[src/rtl/aggr_stream.sv]
// Streaming graph aggregation: accumulates N_NODES input node vectors per frame
// over a programmable adjacency (saturating sum or max), then drains one aggregate per node.
module aggr_stream #(
    parameter int N_NODES       = 4,
    parameter int N_FEAT        = 4,
    parameter int AGGR_IN_SIZE  = 5,
    parameter int AGGR_OUT_SIZE = 7,
    parameter logic [N_NODES*N_NODES-1:0] ADJ_INIT = 16'hEDB7
) (
    input  logic                              clk,
    input  logic                              rst_n,
    input  logic                              in_valid,
    output logic                              in_ready,
    input  logic [N_FEAT*AGGR_IN_SIZE-1:0]    in_feat,
    input  logic                              mode,
    input  logic                              adj_we,
    input  logic [$clog2(N_NODES)-1:0]        adj_row,
    input  logic [N_NODES-1:0]                adj_data,
    output logic                              out_valid,
    input  logic                              out_ready,
    output logic [N_FEAT*AGGR_OUT_SIZE-1:0]   out_feat,
    output logic [$clog2(N_NODES)-1:0]        out_node,
    output logic                              out_last
);

    localparam int NW = $clog2(N_NODES);
    localparam logic [0:0] ACCUM = 1'b0;
    localparam logic [0:0] DRAIN = 1'b1;
    localparam logic [NW-1:0] LAST_NODE = NW'(N_NODES - 1);
    localparam logic signed [AGGR_OUT_SIZE-1:0] ACC_MAX = {1'b0, {(AGGR_OUT_SIZE-1){1'b1}}};
    localparam logic signed [AGGR_OUT_SIZE-1:0] ACC_MIN = {1'b1, {(AGGR_OUT_SIZE-1){1'b0}}};

    logic [0:0]                      state;
    logic [NW-1:0]                   node_cnt;
    logic [NW-1:0]                   out_node_q;
    logic                            mode_q;
    logic [N_NODES-1:0]              adj [N_NODES];
    logic [N_NODES-1:0]              touched;
    logic signed [AGGR_OUT_SIZE-1:0] acc     [N_NODES][N_FEAT];
    logic signed [AGGR_OUT_SIZE-1:0] acc_upd [N_NODES][N_FEAT];
    logic signed [AGGR_OUT_SIZE-1:0] x_ext   [N_FEAT];
    logic [N_NODES-1:0]              hit;
    logic                            beat;
    logic                            mode_eff;

    // Overflow shows up as disagreement between the two top bits of the widened sum.
    function automatic logic signed [AGGR_OUT_SIZE-1:0] sat_add(
        input logic signed [AGGR_OUT_SIZE-1:0] a,
        input logic signed [AGGR_OUT_SIZE-1:0] b
    );
        logic [AGGR_OUT_SIZE:0] s;
        s = {a[AGGR_OUT_SIZE-1], a} + {b[AGGR_OUT_SIZE-1], b};
        if (s[AGGR_OUT_SIZE] != s[AGGR_OUT_SIZE-1])
            return s[AGGR_OUT_SIZE] ? ACC_MIN : ACC_MAX;
        return s[AGGR_OUT_SIZE-1:0];
    endfunction

    assign in_ready  = (state == ACCUM);
    assign out_valid = (state == DRAIN);
    assign out_node  = out_node_q;
    assign out_last  = out_valid && (out_node_q == LAST_NODE);
    assign beat      = in_valid && in_ready;
    // The first beat of a frame already runs under the freshly presented mode.
    assign mode_eff  = (node_cnt == '0) ? mode : mode_q;

    // NOTE: combinational logic uses blocking '=', clocked state uses non-blocking '<='.
    always_comb begin
        for (int f = 0; f < N_FEAT; f++)
            x_ext[f] = AGGR_OUT_SIZE'($signed(in_feat[f*AGGR_IN_SIZE +: AGGR_IN_SIZE]));
        for (int i = 0; i < N_NODES; i++) begin
            hit[i] = beat && adj[i][node_cnt];
            for (int f = 0; f < N_FEAT; f++) begin
                if (mode_eff)
                    acc_upd[i][f] = (touched[i] && (acc[i][f] > x_ext[f])) ? acc[i][f] : x_ext[f];
                else
                    acc_upd[i][f] = sat_add(acc[i][f], x_ext[f]);
            end
        end
    end

    // NOTE: the accumulator array is reset explicitly because a mid-frame reset must discard partial sums.
    always_ff @(posedge clk or negedge rst_n) begin
        if (!rst_n) begin
            state      <= ACCUM;
            node_cnt   <= '0;
            out_node_q <= '0;
            mode_q     <= 1'b0;
            touched    <= '0;
            for (int i = 0; i < N_NODES; i++) begin
                adj[i] <= ADJ_INIT[i*N_NODES +: N_NODES];
                for (int f = 0; f < N_FEAT; f++)
                    acc[i][f] <= '0;
            end
        end else begin
            case (state)
                ACCUM: begin
                    // Writes land after this edge, so a concurrent beat still sees the old row.
                    if (adj_we && (node_cnt == '0))
                        adj[adj_row] <= adj_data;
                    if (beat) begin
                        if (node_cnt == '0)
                            mode_q <= mode;
                        for (int i = 0; i < N_NODES; i++) begin
                            if (hit[i]) begin
                                touched[i] <= 1'b1;
                                for (int f = 0; f < N_FEAT; f++)
                                    acc[i][f] <= acc_upd[i][f];
                            end
                        end
                        if (node_cnt == LAST_NODE) begin
                            node_cnt <= '0;
                            state    <= DRAIN;
                        end else begin
                            node_cnt <= node_cnt + 1'b1;
                        end
                    end
                end
                DRAIN: begin
                    if (out_ready) begin
                        if (out_node_q == LAST_NODE) begin
                            state      <= ACCUM;
                            out_node_q <= '0;
                            touched    <= '0;
                            for (int i = 0; i < N_NODES; i++)
                                for (int f = 0; f < N_FEAT; f++)
                                    acc[i][f] <= '0;
                        end else begin
                            out_node_q <= out_node_q + 1'b1;
                        end
                    end
                end
                default: state <= ACCUM;
            endcase
        end
    end

    // NOTE: out_feat gets a default before the conditional so no latch is inferred.
    always_comb begin
        out_feat = '0;
        if (state == DRAIN)
            for (int f = 0; f < N_FEAT; f++)
                out_feat[f*AGGR_OUT_SIZE +: AGGR_OUT_SIZE] = acc[out_node_q][f];
    end

endmodule
[config.mk]
export PLATFORM = sky130hd
export DESIGN_NAME = aggr_stream
export DESIGN_NICKNAME = d
export VERILOG_FILES = /design/src/rtl/aggr_stream.sv
export SDC_FILE = /design/constraint.sdc
export NUM_CORES = 1
export LEC_CHECK = 0
export ABC_AREA = 1
export CAP_MARGIN = 10
export CORE_AREA = 2 2 221 223
export DETAILED_ROUTE_END_ITERATION = 7
export DIE_AREA = 0 0 223 225
export GPL_TIMING_DRIVEN = 0
export PLACE_DENSITY = 0.49
export SYNTH_ARGS = -nofsm -noshare
export SYNTH_HDL_FRONTEND = slang
export SYNTH_SLANG_ARGS = --single-unit
[constraint.sdc]
create_clock -name clk -period 4.6 [get_ports clk]
set_input_delay 1.15 -clock clk [delete_from_list [all_inputs] [get_ports clk]]
set_output_delay 1.15 -clock clk [all_outputs]
set_load 0.02 [all_outputs]
==> results of run 1 <==
[per-layer routing]
layer,vias up,share of wire,track usage
met4,0,0.019,0.0554
li1,8124,-,-
met3,54,0.037,0.0220
met2,331,0.46,0.383
met1,7541,0.48,0.318
met5,-,0,0
[metrics by stage]
stage          area (um2)   util
4_1_cts             18300  0.384
3_3_place_gp        17500  0.369
2_1_floorplan       16100      -
6_report            18300  0.384
3_5_place_dp        17600  0.370
5_1_grt             18300  0.384
[area by class of cell]
type	count	area (um2)	area share
Multi-Input combinational cell	2002	11300	0.620
Buffer	57	294	0.0161
Tap cell	615	769	0.0421
Clock buffer	17	425	0.0233
Timing Repair Buffer	66	707	0.0387
Inverter	277	1040	0.0571
Clock inverter	15	245	0.0134
Sequential cell	138	3470	0.190
[worst max-delay path: stages (launching register included)]
cell             delay, ps
dfrtp_1                460
inv_1                  100
clkbuf_1               590
buf_1                  660
nor2_1                 110
o21ai_0                170
a21oi_1                190
clkdlybuf4s50_1        590
[layout by cell type, fill, tap and decap left out, types with 6 or more instances in the layout]
| cell | count |
|---|---|
| nand2_1 | 826 |
| inv_1 | 270 |
| ha_1 | 257 |
| nor2_1 | 232 |
| nand3_1 | 148 |
| a21oi_1 | 147 |
| o21ai_0 | 136 |
| dfrtp_1 | 126 |
| clkdlybuf4s50_1 | 59 |
| nand4_1 | 55 |
| xor2_1 | 45 |
| nor3_1 | 43 |
| buf_2 | 25 |
| or2_2 | 24 |
| clkbuf_16 | 17 |
| fa_1 | 16 |
| o21bai_1 | 14 |
| clkbuf_1 | 14 |
| dfstp_2 | 12 |
| o21a_1 | 9 |
| nor2_2 | 9 |
| o21ai_1 | 9 |
| buf_1 | 7 |
| nand3b_1 | 7 |
| bufinv_16 | 6 |
[state kept, by name, summed over array words and instances (netlist names)]
| name | count |
|---|---|
| out_valid | 1 |
| mode_q | 1 |
| touched | 4 |
| adj | 16 |
| out_node | 2 |
| acc | 112 |
| node_cnt | 2 |
[kinds of logic after synthesis]
| group | count (synthesis) | synth area share |
|---|---|---|
| buf+inv | 335 | 0.0829 |
| simple gates | 1361 | 0.353 |
| fa+ha+maj | 273 | 0.219 |
| xor+xnor | 45 | 0.0244 |
| compound gates | 323 | 0.106 |
| flops | 138 | 0.215 |
[worst max path at each step]
stage,from,endpoint,cells past startpoint
2_1_floorplan,in_feat[5],acc[43]$_DFFE_PN0P_,16
3_3_place_gp,rst_n,acc[23]$_DFFE_PN0P_,1
3_5_place_dp,in_feat[19],acc[2]$_DFFE_PN0P_,15
4_1_cts,out_node[0]$_DFFE_PN0P_,out_feat[13],7
5_1_grt,out_node[1]$_DFFE_PN0P_,out_feat[19],7
6_report,out_node[1]$_DFFE_PN0P_,out_feat[19],7
[repair_timing]
| action | in CTS | in global routing |
|---|---|---|
| pin swaps | 0 | 0 |
| endpoints found under the setup margin | 1 | 101 |
| resized for setup | 1 | 8 |
| hold endpoints to repair | 0 | 0 |
[power breakdown]
part | internal, mW | switching (mW)
clock network | 1.02 | 0.629
registers | 1.74 | 0.653
logic | 3.30 | 6.62
total | 6.06 | 7.90
==> results.tsv, run 1 <==
stage	metric	value	unit
outcome	status	finished, final reports clean	
die	die-area	50200	um2
synth	yosysWarnings	0	
pwr	p_leak	10.0	nW
min_path	hp-start	adj[10]$_DFFE_PN0P_	
sta	fin_skew	14.0	ps
clock_tree	cts_hold_buf	0	
clock_tree	cts_max_level	4	
grt	grt_antenna_before_repair	0	
clock_tree	clkLatencyLatePin	450	ps
detailed_routing	wl_per_cell	18.0	um
sta	tns	0	ps
clock_tree	cts_buffers	17	
setup_path	endpoint_kind	primary output	
synth	synth_edf_count	0	
clock_tree	cts_tree	yes	
synth	synthFlopType	dfrtp_1	
clock_tree	cts_sinks	138	
sta	tightestPinTransition	1010	ps
detailed_routing	ant_nets	0	
setup_path	worst-setup-path-type	reg -> out	
detailed_routing	dr_total_vias	16050	
setup_path	arrival	3320	ps
setup_path	path_max_fanout	10	
setup_path	cp.required	3450	ps
setup_path	r2r_start	acc[42]$_DFFE_PN0P_	
detailed_routing	dr.pass1.iters	6	
setup_path	r2r_end	acc[44]$_DFFE_PN0P_	
detailed_routing	wirelength	57200	um
placement	dp_hpwl	43600	um
synth	yosysUniqueCellTypes	38	
detailed_routing	drc	0	
clock_tree	clockBufferDepth	2	
synth	avgSynthCellArea	6.52	um2
setup_path	crit_path_start_kind	flop	
final_layout	syn_to_final_growth	13.3	%
min_path	min_path_type	reg -> reg	
detailed_routing	via_per_inst	5.04	
die	die_h	225	um
clock_tree	root_buffer	clkbuf_16	
job	maxCapViolCount	0	
synth	yosys.area.top_type	ha_1	
sta	period_needed	4470	ps
sta	whs	486	ps
synth	synth_cells	2475	
grt	grt_max_degree	83	
sta	setup_slack	125	ps
die	initial_core_util	0.339	
sta	min_period_over_period	0.973	
pwr	ir_drop	329	uV
grt	grt.overflow.total	0	
placement	gp_congestion	0.875	
setup_path	r2r_slack	1640	ps
grt	grt_pass1_wl	88300	um
sta	fmax	0.223	GHz
placement	dp_slack	-381	ps
final_layout	drive_gt1_frac	0.0533	
die	coreArea	47500	um2
pwr	powerDensity	764	nW/um2
synth	synthTopCellsByCount	nand2_1 (826), inv_1 (270), ha_1 (257), nor2_1 (232), nand3_1 (148)	
min_path	holdPathStages	2	
final_layout	antenna_cells	0	
synth	yosysMostFrequentCell	nand2_1	
sta	rsz0062_at_grt	no	
sta	final-hold-violation-count	0	
detailed_routing	first_iter_violations	1141	
pwr	total_power	14.0	mW
clock_tree	clk_pin_slew	70	ps
sta	setup_viol	0	
grt	grt_pass1_vias	15080	
sta	relSlewSlack	0.321	
die	die_w	223	um
grt	grt_use_total	0.229	
placement	portBuffers	64	
synth	synth.area.top_cells	ha_1 (20%), dfrtp_1 (20%), nand2_1 (19%)	
synth	yosysSeqAreaShare	0.215	
synth	syn_nets	2780	
final_layout	fin_nets	2864	
clock_tree	post_cts_buffers	0	
die	io_pins	65	
sta	maxSlewViolCount	0	
synth	async_flop_share	1.00	
placement	dp_cells	3156	
synth	netlist_area	16100	um2
final_layout	final_cell_count_no_fill	3187	
synth	yosys.area.top_type_share	0.199	
min_path	hold_end	adj[10]$_DFFE_PN0P_	
synth	ys_ff_latch	138	
final_layout	fill_cells	5206	
setup_path	worstRegToRegCells	17	
die	fp-row-count	80	
(Power assumes the default switching activity.)
==> inputs of run 2 (changes only) <==
Settings changed: ABC_AREA 1 to unset, CORE_AREA 2 2 221 223 to 2 2 215 217, DIE_AREA 0 0 223 225 to 0 0 217 219.
==> results.tsv, run 2 <==
stage	metric	value	unit
outcome	status	finished, final reports clean	
placement	portBuffers	64	
synth	netlist_area	15300	um2
pwr	ir_drop	298	uV
setup_path	r2r_slack	620	ps
clock_tree	clockBufferDepth	2	
detailed_routing	ant_nets	0	
grt	grt_use_total	0.215	
detailed_routing	first_iter_violations	933	
pwr	powerDensity	717	nW/um2
final_layout	layout_common_cells	ha_1 (257), a21oi_1 (144), dfrtp_1 (126)	
sta	tightestPinTransition	1220	ps
final_layout	top_regs	acc x112, adj x16, touched x4	
synth	avgSynthCellArea	9.17	um2
setup_path	endpoint_kind	flop	
detailed_routing	dr_total_vias	13022	
sta	relSlewSlack	0.189	
setup_path	worstSetupStartpoint	in_feat[4]	
pwr	sw_frac_of_total	0.506	
detailed_routing	wl_per_cell	21.2	um
final_layout	final_core_util	0.385	
synth	yosys.area.top_type	ha_1	
sta	setup_slack	168	ps
synth	async_flop_share	1.00	
pwr	p_int	6.15	mW
synth	yosysMostFrequentCell	ha_1	
min_path	hp-start	touched[2]$_DFFE_PN0P_	
setup_path	worst-setup-path-type	in -> reg	
placement	dp_hpwl	37400	um
die	coreArea	45100	um2
job	maxCapViolCount	0	
final_layout	largest-register	acc	
sta	setup_viol	0	
clock_tree	cts_buffers	17	
sta	whs	487	ps
synth	synthFlopType	dfrtp_1	
final_layout	largest_reg_flops	112	
sta	fin_skew	17.2	ps
synth	yosysUniqueCellTypes	71	
final_layout	syn_to_final_growth	13.8	%
die	initial_core_util	0.338	
pwr	p_leak	8.01	nW
placement	gp_congestion	0.854	
final_layout	antenna_cells	0	
sta	min_period_over_period	0.963	
clock_tree	cts_sinks	138	
final_layout	fin_nets	2058	
sta	maxSlewViolCount	0	
clock_tree	clkLatencyLatePin	460	ps
min_path	hold_end	touched[2]$_DFFE_PN0P_	
pwr	comb_power_share	0.696	
final_layout	final_common_cell	ha_1	
sta	period_needed	4430	ps
placement	dp_cells	2331	
pwr	clockPowerShare	0.118	
pwr	p_seq_frac	0.186	
synth	ys_ff_latch	138	
pwr	p_switching	6.29	mW
setup_path	cp.required	4930	ps
detailed_routing	via_per_inst	5.50	
min_path	min_path_type	reg -> reg	
die	io_pins	65	
synth	synth_edf_count	0	
sta	final-hold-violation-count	0	
grt	grt_max_degree	87	
clock_tree	clk_pin_slew	70	ps
grt	grt_antenna_before_repair	0	
detailed_routing	drc	0	
synth	synth.area.top_cells	ha_1 (21%), dfrtp_1 (21%), mux2_2 (6.9%)	
final_layout	drive_gt1_frac	0.133	
detailed_routing	dr.pass1.iters	5	
setup_path	arrival	4760	ps
min_path	holdPathStages	1	
sta	fmax	0.226	GHz
synth	syn_nets	1969	
synth	yosysWarnings	0	
setup_path	worstRegToRegCells	8	
setup_path	r2r_start	node_cnt[1]$_DFFE_PN0P_	
sta	rsz0062_at_grt	no	
clock_tree	root_buffer	clkbuf_16	
clock_tree	cts_tree	yes	
detailed_routing	wirelength	50100	um
setup_path	path_max_fanout	13	
clock_tree	cts_max_level	4	
die	die_w	217	um
grt	grt.overflow.total	0	
setup_path	crit_path_start_kind	input pin	
clock_tree	cts_hold_buf	0	
setup_path	r2r_end	acc[111]$_DFFE_PN0P_	
placement	dp_slack	-1010	ps
grt	grt_pass1_vias	13092	
synth	synth_cells	1664	
synth	synthTopCellsByCount	ha_1 (257), a21oi_1 (144), dfrtp_1 (126), inv_1 (114), nor2_1 (105)	
final_layout	final_cell_count_no_fill	2366	
die	die_h	219	um
die	die-area	47500	um2
grt	grt_pass1_wl	77000	um
synth	yosys.area.top_type_share	0.211	
synth	yosysSeqAreaShare	0.227	
die	fp-row-count	78	
==> run 2: cell count changes in the layout (fill, tap and decap cells not counted), moves of 26 or more <==
cell | before | now
nand3_1 | 148 | 45
nand4_1 | 55 | 7
xnor2_1 | 0 | 47
o21ai_0 | 136 | 42
mux4_2 | 0 | 28
nor2b_1 | 4 | 30
nand2_1 | 826 | 96
and2_1 | 0 | 31
mux2_2 | 0 | 94
o31ai_1 | 0 | 33
nor2_1 | 232 | 105
inv_1 | 270 | 113
nand2b_1 | 0 | 52
==> run 2: power groups by stage <==
stage          clock network (mW)  registers (mW)  logic [mW]
2_1_floorplan                   0            2.07        6.16
3_3_place_gp                    0            2.32        8.50
3_5_place_dp                    0            2.33        8.57
4_1_cts                      1.51            2.31        8.63
5_1_grt                      1.55            2.37        9.60
6_report                     1.47            2.31        8.66
==> run 2: logic make-up after synthesis <==
kind of cell,after synthesis,synth area share
mux,131,0.117
fa+ha+maj,273,0.232
buf+inv,164,0.0422
compound gates,423,0.188
simple gates,463,0.153
flops,138,0.227
xor+xnor,72,0.0413
==> run 2: what timing repair did <==
| action | CTS | global route |
|---|---|---|
| setup buffers | 0 | 3 |
| setup endpoints to repair | 47 | 35 |
| resized for setup | 12 | 12 |
==> run 2: how the worst max path moves through the flow <==
| stage | depth (start not counted) | endpoint | slack (ps) |
|---|---|---|---|
| floorplan | 12 | acc[26]$_DFFE_PN0P_ | 740 |
| global placement | 1 | acc[46]$_DFFE_PN0P_ | -4140 |
| detailed placement | 13 | acc[26]$_DFFE_PN0P_ | -1010 |
| CTS | 5 | out_feat[18] | 50 |
| global route | 12 | acc[101]$_DFFE_PN0P_ | 20 |
| finish | 12 | acc[21]$_DFFE_PN0P_ | 170 |
==> run 2: routing by layer <==
layer  vias to the layer above  share of wire  global-route usage
li1                       6242              -                   -
met1                      6378           0.45               0.282
met2                       334           0.47               0.356
met3                        68          0.056              0.0377
met4                         0          0.028              0.0724
met5                         -              0                   0
==> run 2: through the flow <==
stage          area, um2  power (mW)  setup TNS (ps)
2_1_floorplan      15300        8.23               0
3_3_place_gp       16600        10.8         -599490
3_5_place_dp       16700        10.9          -55680
4_1_cts            17300        12.4               0
5_1_grt            17400        13.5               0
6_report           17400        12.4               0
==> run 2: area by class of cell <==
| type | instances | area (um2) |
|---|---|---|
| Tap cell | 600 | 751 |
| Multi-Input combinational cell | 1362 | 11200 |
| Sequential cell | 138 | 3470 |
| Timing Repair Buffer | 70 | 716 |
| Inverter | 115 | 435 |
| Clock buffer | 23 | 543 |
| Clock inverter | 9 | 72.6 |
| Buffer | 49 | 214 |
| Fill cell | 4592 | 27700 |
==> run 2: critical path, cell delays in order <==
cell,delay (ps)
clkdlybuf4s15_2,480
clkinvlp_4,310
ha_1,440
or3_1,430
or3_1,340
o211ai_1,320
ha_1,300
clkbuf_1,240
nand2_1,150
o21a_1,210
a21oi_1,90
mux2_2,300
==> inputs of run 3 (changes only) <==
Settings changed: CORE_AREA 2 2 215 217 to 2 2 167 169, DIE_AREA 0 0 217 219 to 0 0 169 171, PLACE_DENSITY 0.49 to 0.78.
Clock period 4.6 ns to 3.8 ns, I/O delays scaled along.
==> results.tsv, run 3 (same netlist as run 2, synthesis figures left out) <==
stage	metric	value	unit
outcome	status	finished, final reports clean	
clock_tree	cts_sinks	138	
grt	grt_pass1_vias	13364	
sta	fin_skew	10.5	ps
detailed_routing	dr.pass1.iters	5	
placement	dpl_cell_area	16400	um2
detailed_routing	via_per_inst	6.35	
clock_tree	cts_max_level	4	
setup_path	r2r_slack	210	ps
clock_tree	clk_pin_slew	70	ps
detailed_routing	drc	0	
die	die-area	28900	um2
sta	maxSlewViolCount	0	
sta	rsz0062_at_grt	yes	
setup_path	cp.required	4120	ps
final_layout	final_common_cell	ha_1	
sta	fmax	0.269	GHz
final_layout	final_cell_count_no_fill	2126	
sta	tns	0	ps
placement	dp_cells	2075	
grt	grt_antenna_before_repair	0	
setup_path	worstRegToRegCells	8	
grt	grt_max_degree	82	
clock_tree	root_buffer	clkbuf_16	
clock_tree	cts_buffers	17	
placement	portBuffers	64	
grt	grt.overflow.total	0	
detailed_routing	first_iter_violations	1097	
detailed_routing	ant_nets	0	
die	die_h	171	um
setup_path	crit_path_start_kind	input pin	
setup_path	arrival	4030	ps
pwr	p_leak	8.08	nW
placement	dp_hpwl	32800	um
job	maxCapViolCount	0	
die	io_pins	65	
detailed_routing	wl_per_cell	21.1	um
setup_path	worstSetupStartpoint	in_feat[9]	
final_layout	final_core_util	0.628	
clock_tree	cts_tree	yes	
final_layout	top_regs	acc x112, adj x16, touched x4	
die	coreArea	27300	um2
sta	setup_viol	0	
pwr	p_seq_frac	0.185	
final_layout	syn_to_final_growth	12.5	%
grt	grt_use_total	0.314	
pwr	comb_power_share	0.698	
final_layout	layout_common_cells	ha_1 (254), a21oi_1 (140), dfrtp_1 (126)	
setup_path	crit_path_end	acc[19]$_DFFE_PN0P_	
final_layout	fill_cells	2284	
placement	gp_congestion	0.955	
detailed_routing	dr_total_vias	13504	
min_path	min_path_type	in -> async	
die	fp-row-count	61	
setup_path	r2r_end	acc[111]$_DFFE_PN0P_	
sta	setup_slack	88.5	ps
detailed_routing	wirelength	44800	um
setup_path	path_max_fanout	14	
pwr	p_int	7.58	mW
setup_path	r2r_start	node_cnt[1]$_DFFE_PN0P_	
sta	relSlewSlack	0.00498	
final_layout	largest-register	acc	
die	die_w	169	um
pwr	ir_drop	402	uV
final_layout	antenna_cells	0	
clock_tree	clockBufferDepth	2	
pwr	total_power	15.1	mW
final_layout	final_cell_area	17200	um2
sta	whs	478	ps
clock_tree	clkLatencyLatePin	440	ps
setup_path	endpoint_kind	flop	
sta	min_period_over_period	0.977	
final_layout	drive_gt1_frac	0.157	
pwr	p_switching	7.49	mW
final_layout	largest_reg_flops	112	
clock_tree	cts_hold_buf	0	
sta	final-hold-violation-count	0	
sta	tightestPinTransition	1490	ps
pwr	sw_frac_of_total	0.497	
pwr	powerDensity	878	nW/um2
grt	grt_pass1_wl	70800	um
setup_path	worst-setup-path-type	in -> reg	
die	initial_core_util	0.558	
placement	dp_slack	-1470	ps
final_layout	fin_nets	2072	
pwr	clockPowerShare	0.117	
sta	period_needed	3710	ps
==> run 3: cell types whose count changed in the layout (fill, tap and decap cells not counted), sizes merged, moves of 2 or more <==
cell / before / now
dlygate4sd2: 1 / 4
bufinv: 0 / 3
inv: 114 / 111
buf: 25 / 42
clkdlybuf4s18: 0 / 2
clkdlybuf4s15: 3 / 1
clkinv: 4 / 9
dlymetal6s2s: 4 / 2
clkdlybuf4s50: 54 / 43
==> run 3: worst min-delay path by stage <==
stage | from | to | slack [ps] | depth (start not counted)
2_1_floorplan | touched[2]$_DFFE_PN0P_ | touched[2]$_DFFE_PN0P_ | 440 | 1
5_1_grt | touched[2]$_DFFE_PN0P_ | touched[2]$_DFFE_PN0P_ | 500 | 1
3_5_place_dp | touched[2]$_DFFE_PN0P_ | touched[2]$_DFFE_PN0P_ | 470 | 1
3_3_place_gp | touched[2]$_DFFE_PN0P_ | touched[2]$_DFFE_PN0P_ | 450 | 1
6_report | rst_n | acc[78]$_DFFE_PN0P_ | 480 | 1
4_1_cts | touched[2]$_DFFE_PN0P_ | touched[2]$_DFFE_PN0P_ | 480 | 1
==> run 3: metal layers <==
metal,wire [um],vias up,part of all wire,GRT usage
met3,3290,137,0.073,0.0606
met2,21000,596,0.47,0.517
met4,2090,0,0.047,0.153
li1,-,6245,-,-
met5,0,-,0,0
met1,18500,6526,0.41,0.397
==> run 3: repair_timing <==
| item | in CTS | in global routing |
|---|---|---|
| setup endpoints to repair | 130 | 71 |
| pin swaps | 4 | 1 |
| gates cloned | 0 | 0 |
| resized for setup | 51 | 40 |
| buffers inserted | 15 | 5 |
==> run 3: worst max-delay path, stage by stage <==
cell and delay, ps:
clkbuf_4 280, clkinvlp_4 260, ha_1 430, or3_1 410, or4_4 510, nand2_1 110, ha_1 290, nor2_1 340
a211oi_1 130, mux2_2 310
==> run 3: final cells by class <==
class,instances,area (um2),share of cell area
Sequential cell,138,3470,0.202
Multi-Input combinational cell,1362,11200,0.654
Buffer,48,214,0.0125
Timing Repair Buffer,85,772,0.0450
Clock inverter,15,174,0.0101
Clock buffer,17,425,0.0248
Inverter,115,450,0.0263
Tap cell,346,433,0.0252
==> run 3: power by group through the flow <==
stage	Sequential [mW]	Clock, mW	Combinational [mW]
3_5_place_dp	2.78	0	10.1
3_3_place_gp	2.75	0	9.78
2_1_floorplan	2.50	0	7.46
5_1_grt	2.85	1.82	11.5
4_1_cts	2.76	1.77	10.2
6_report	2.79	1.76	10.5
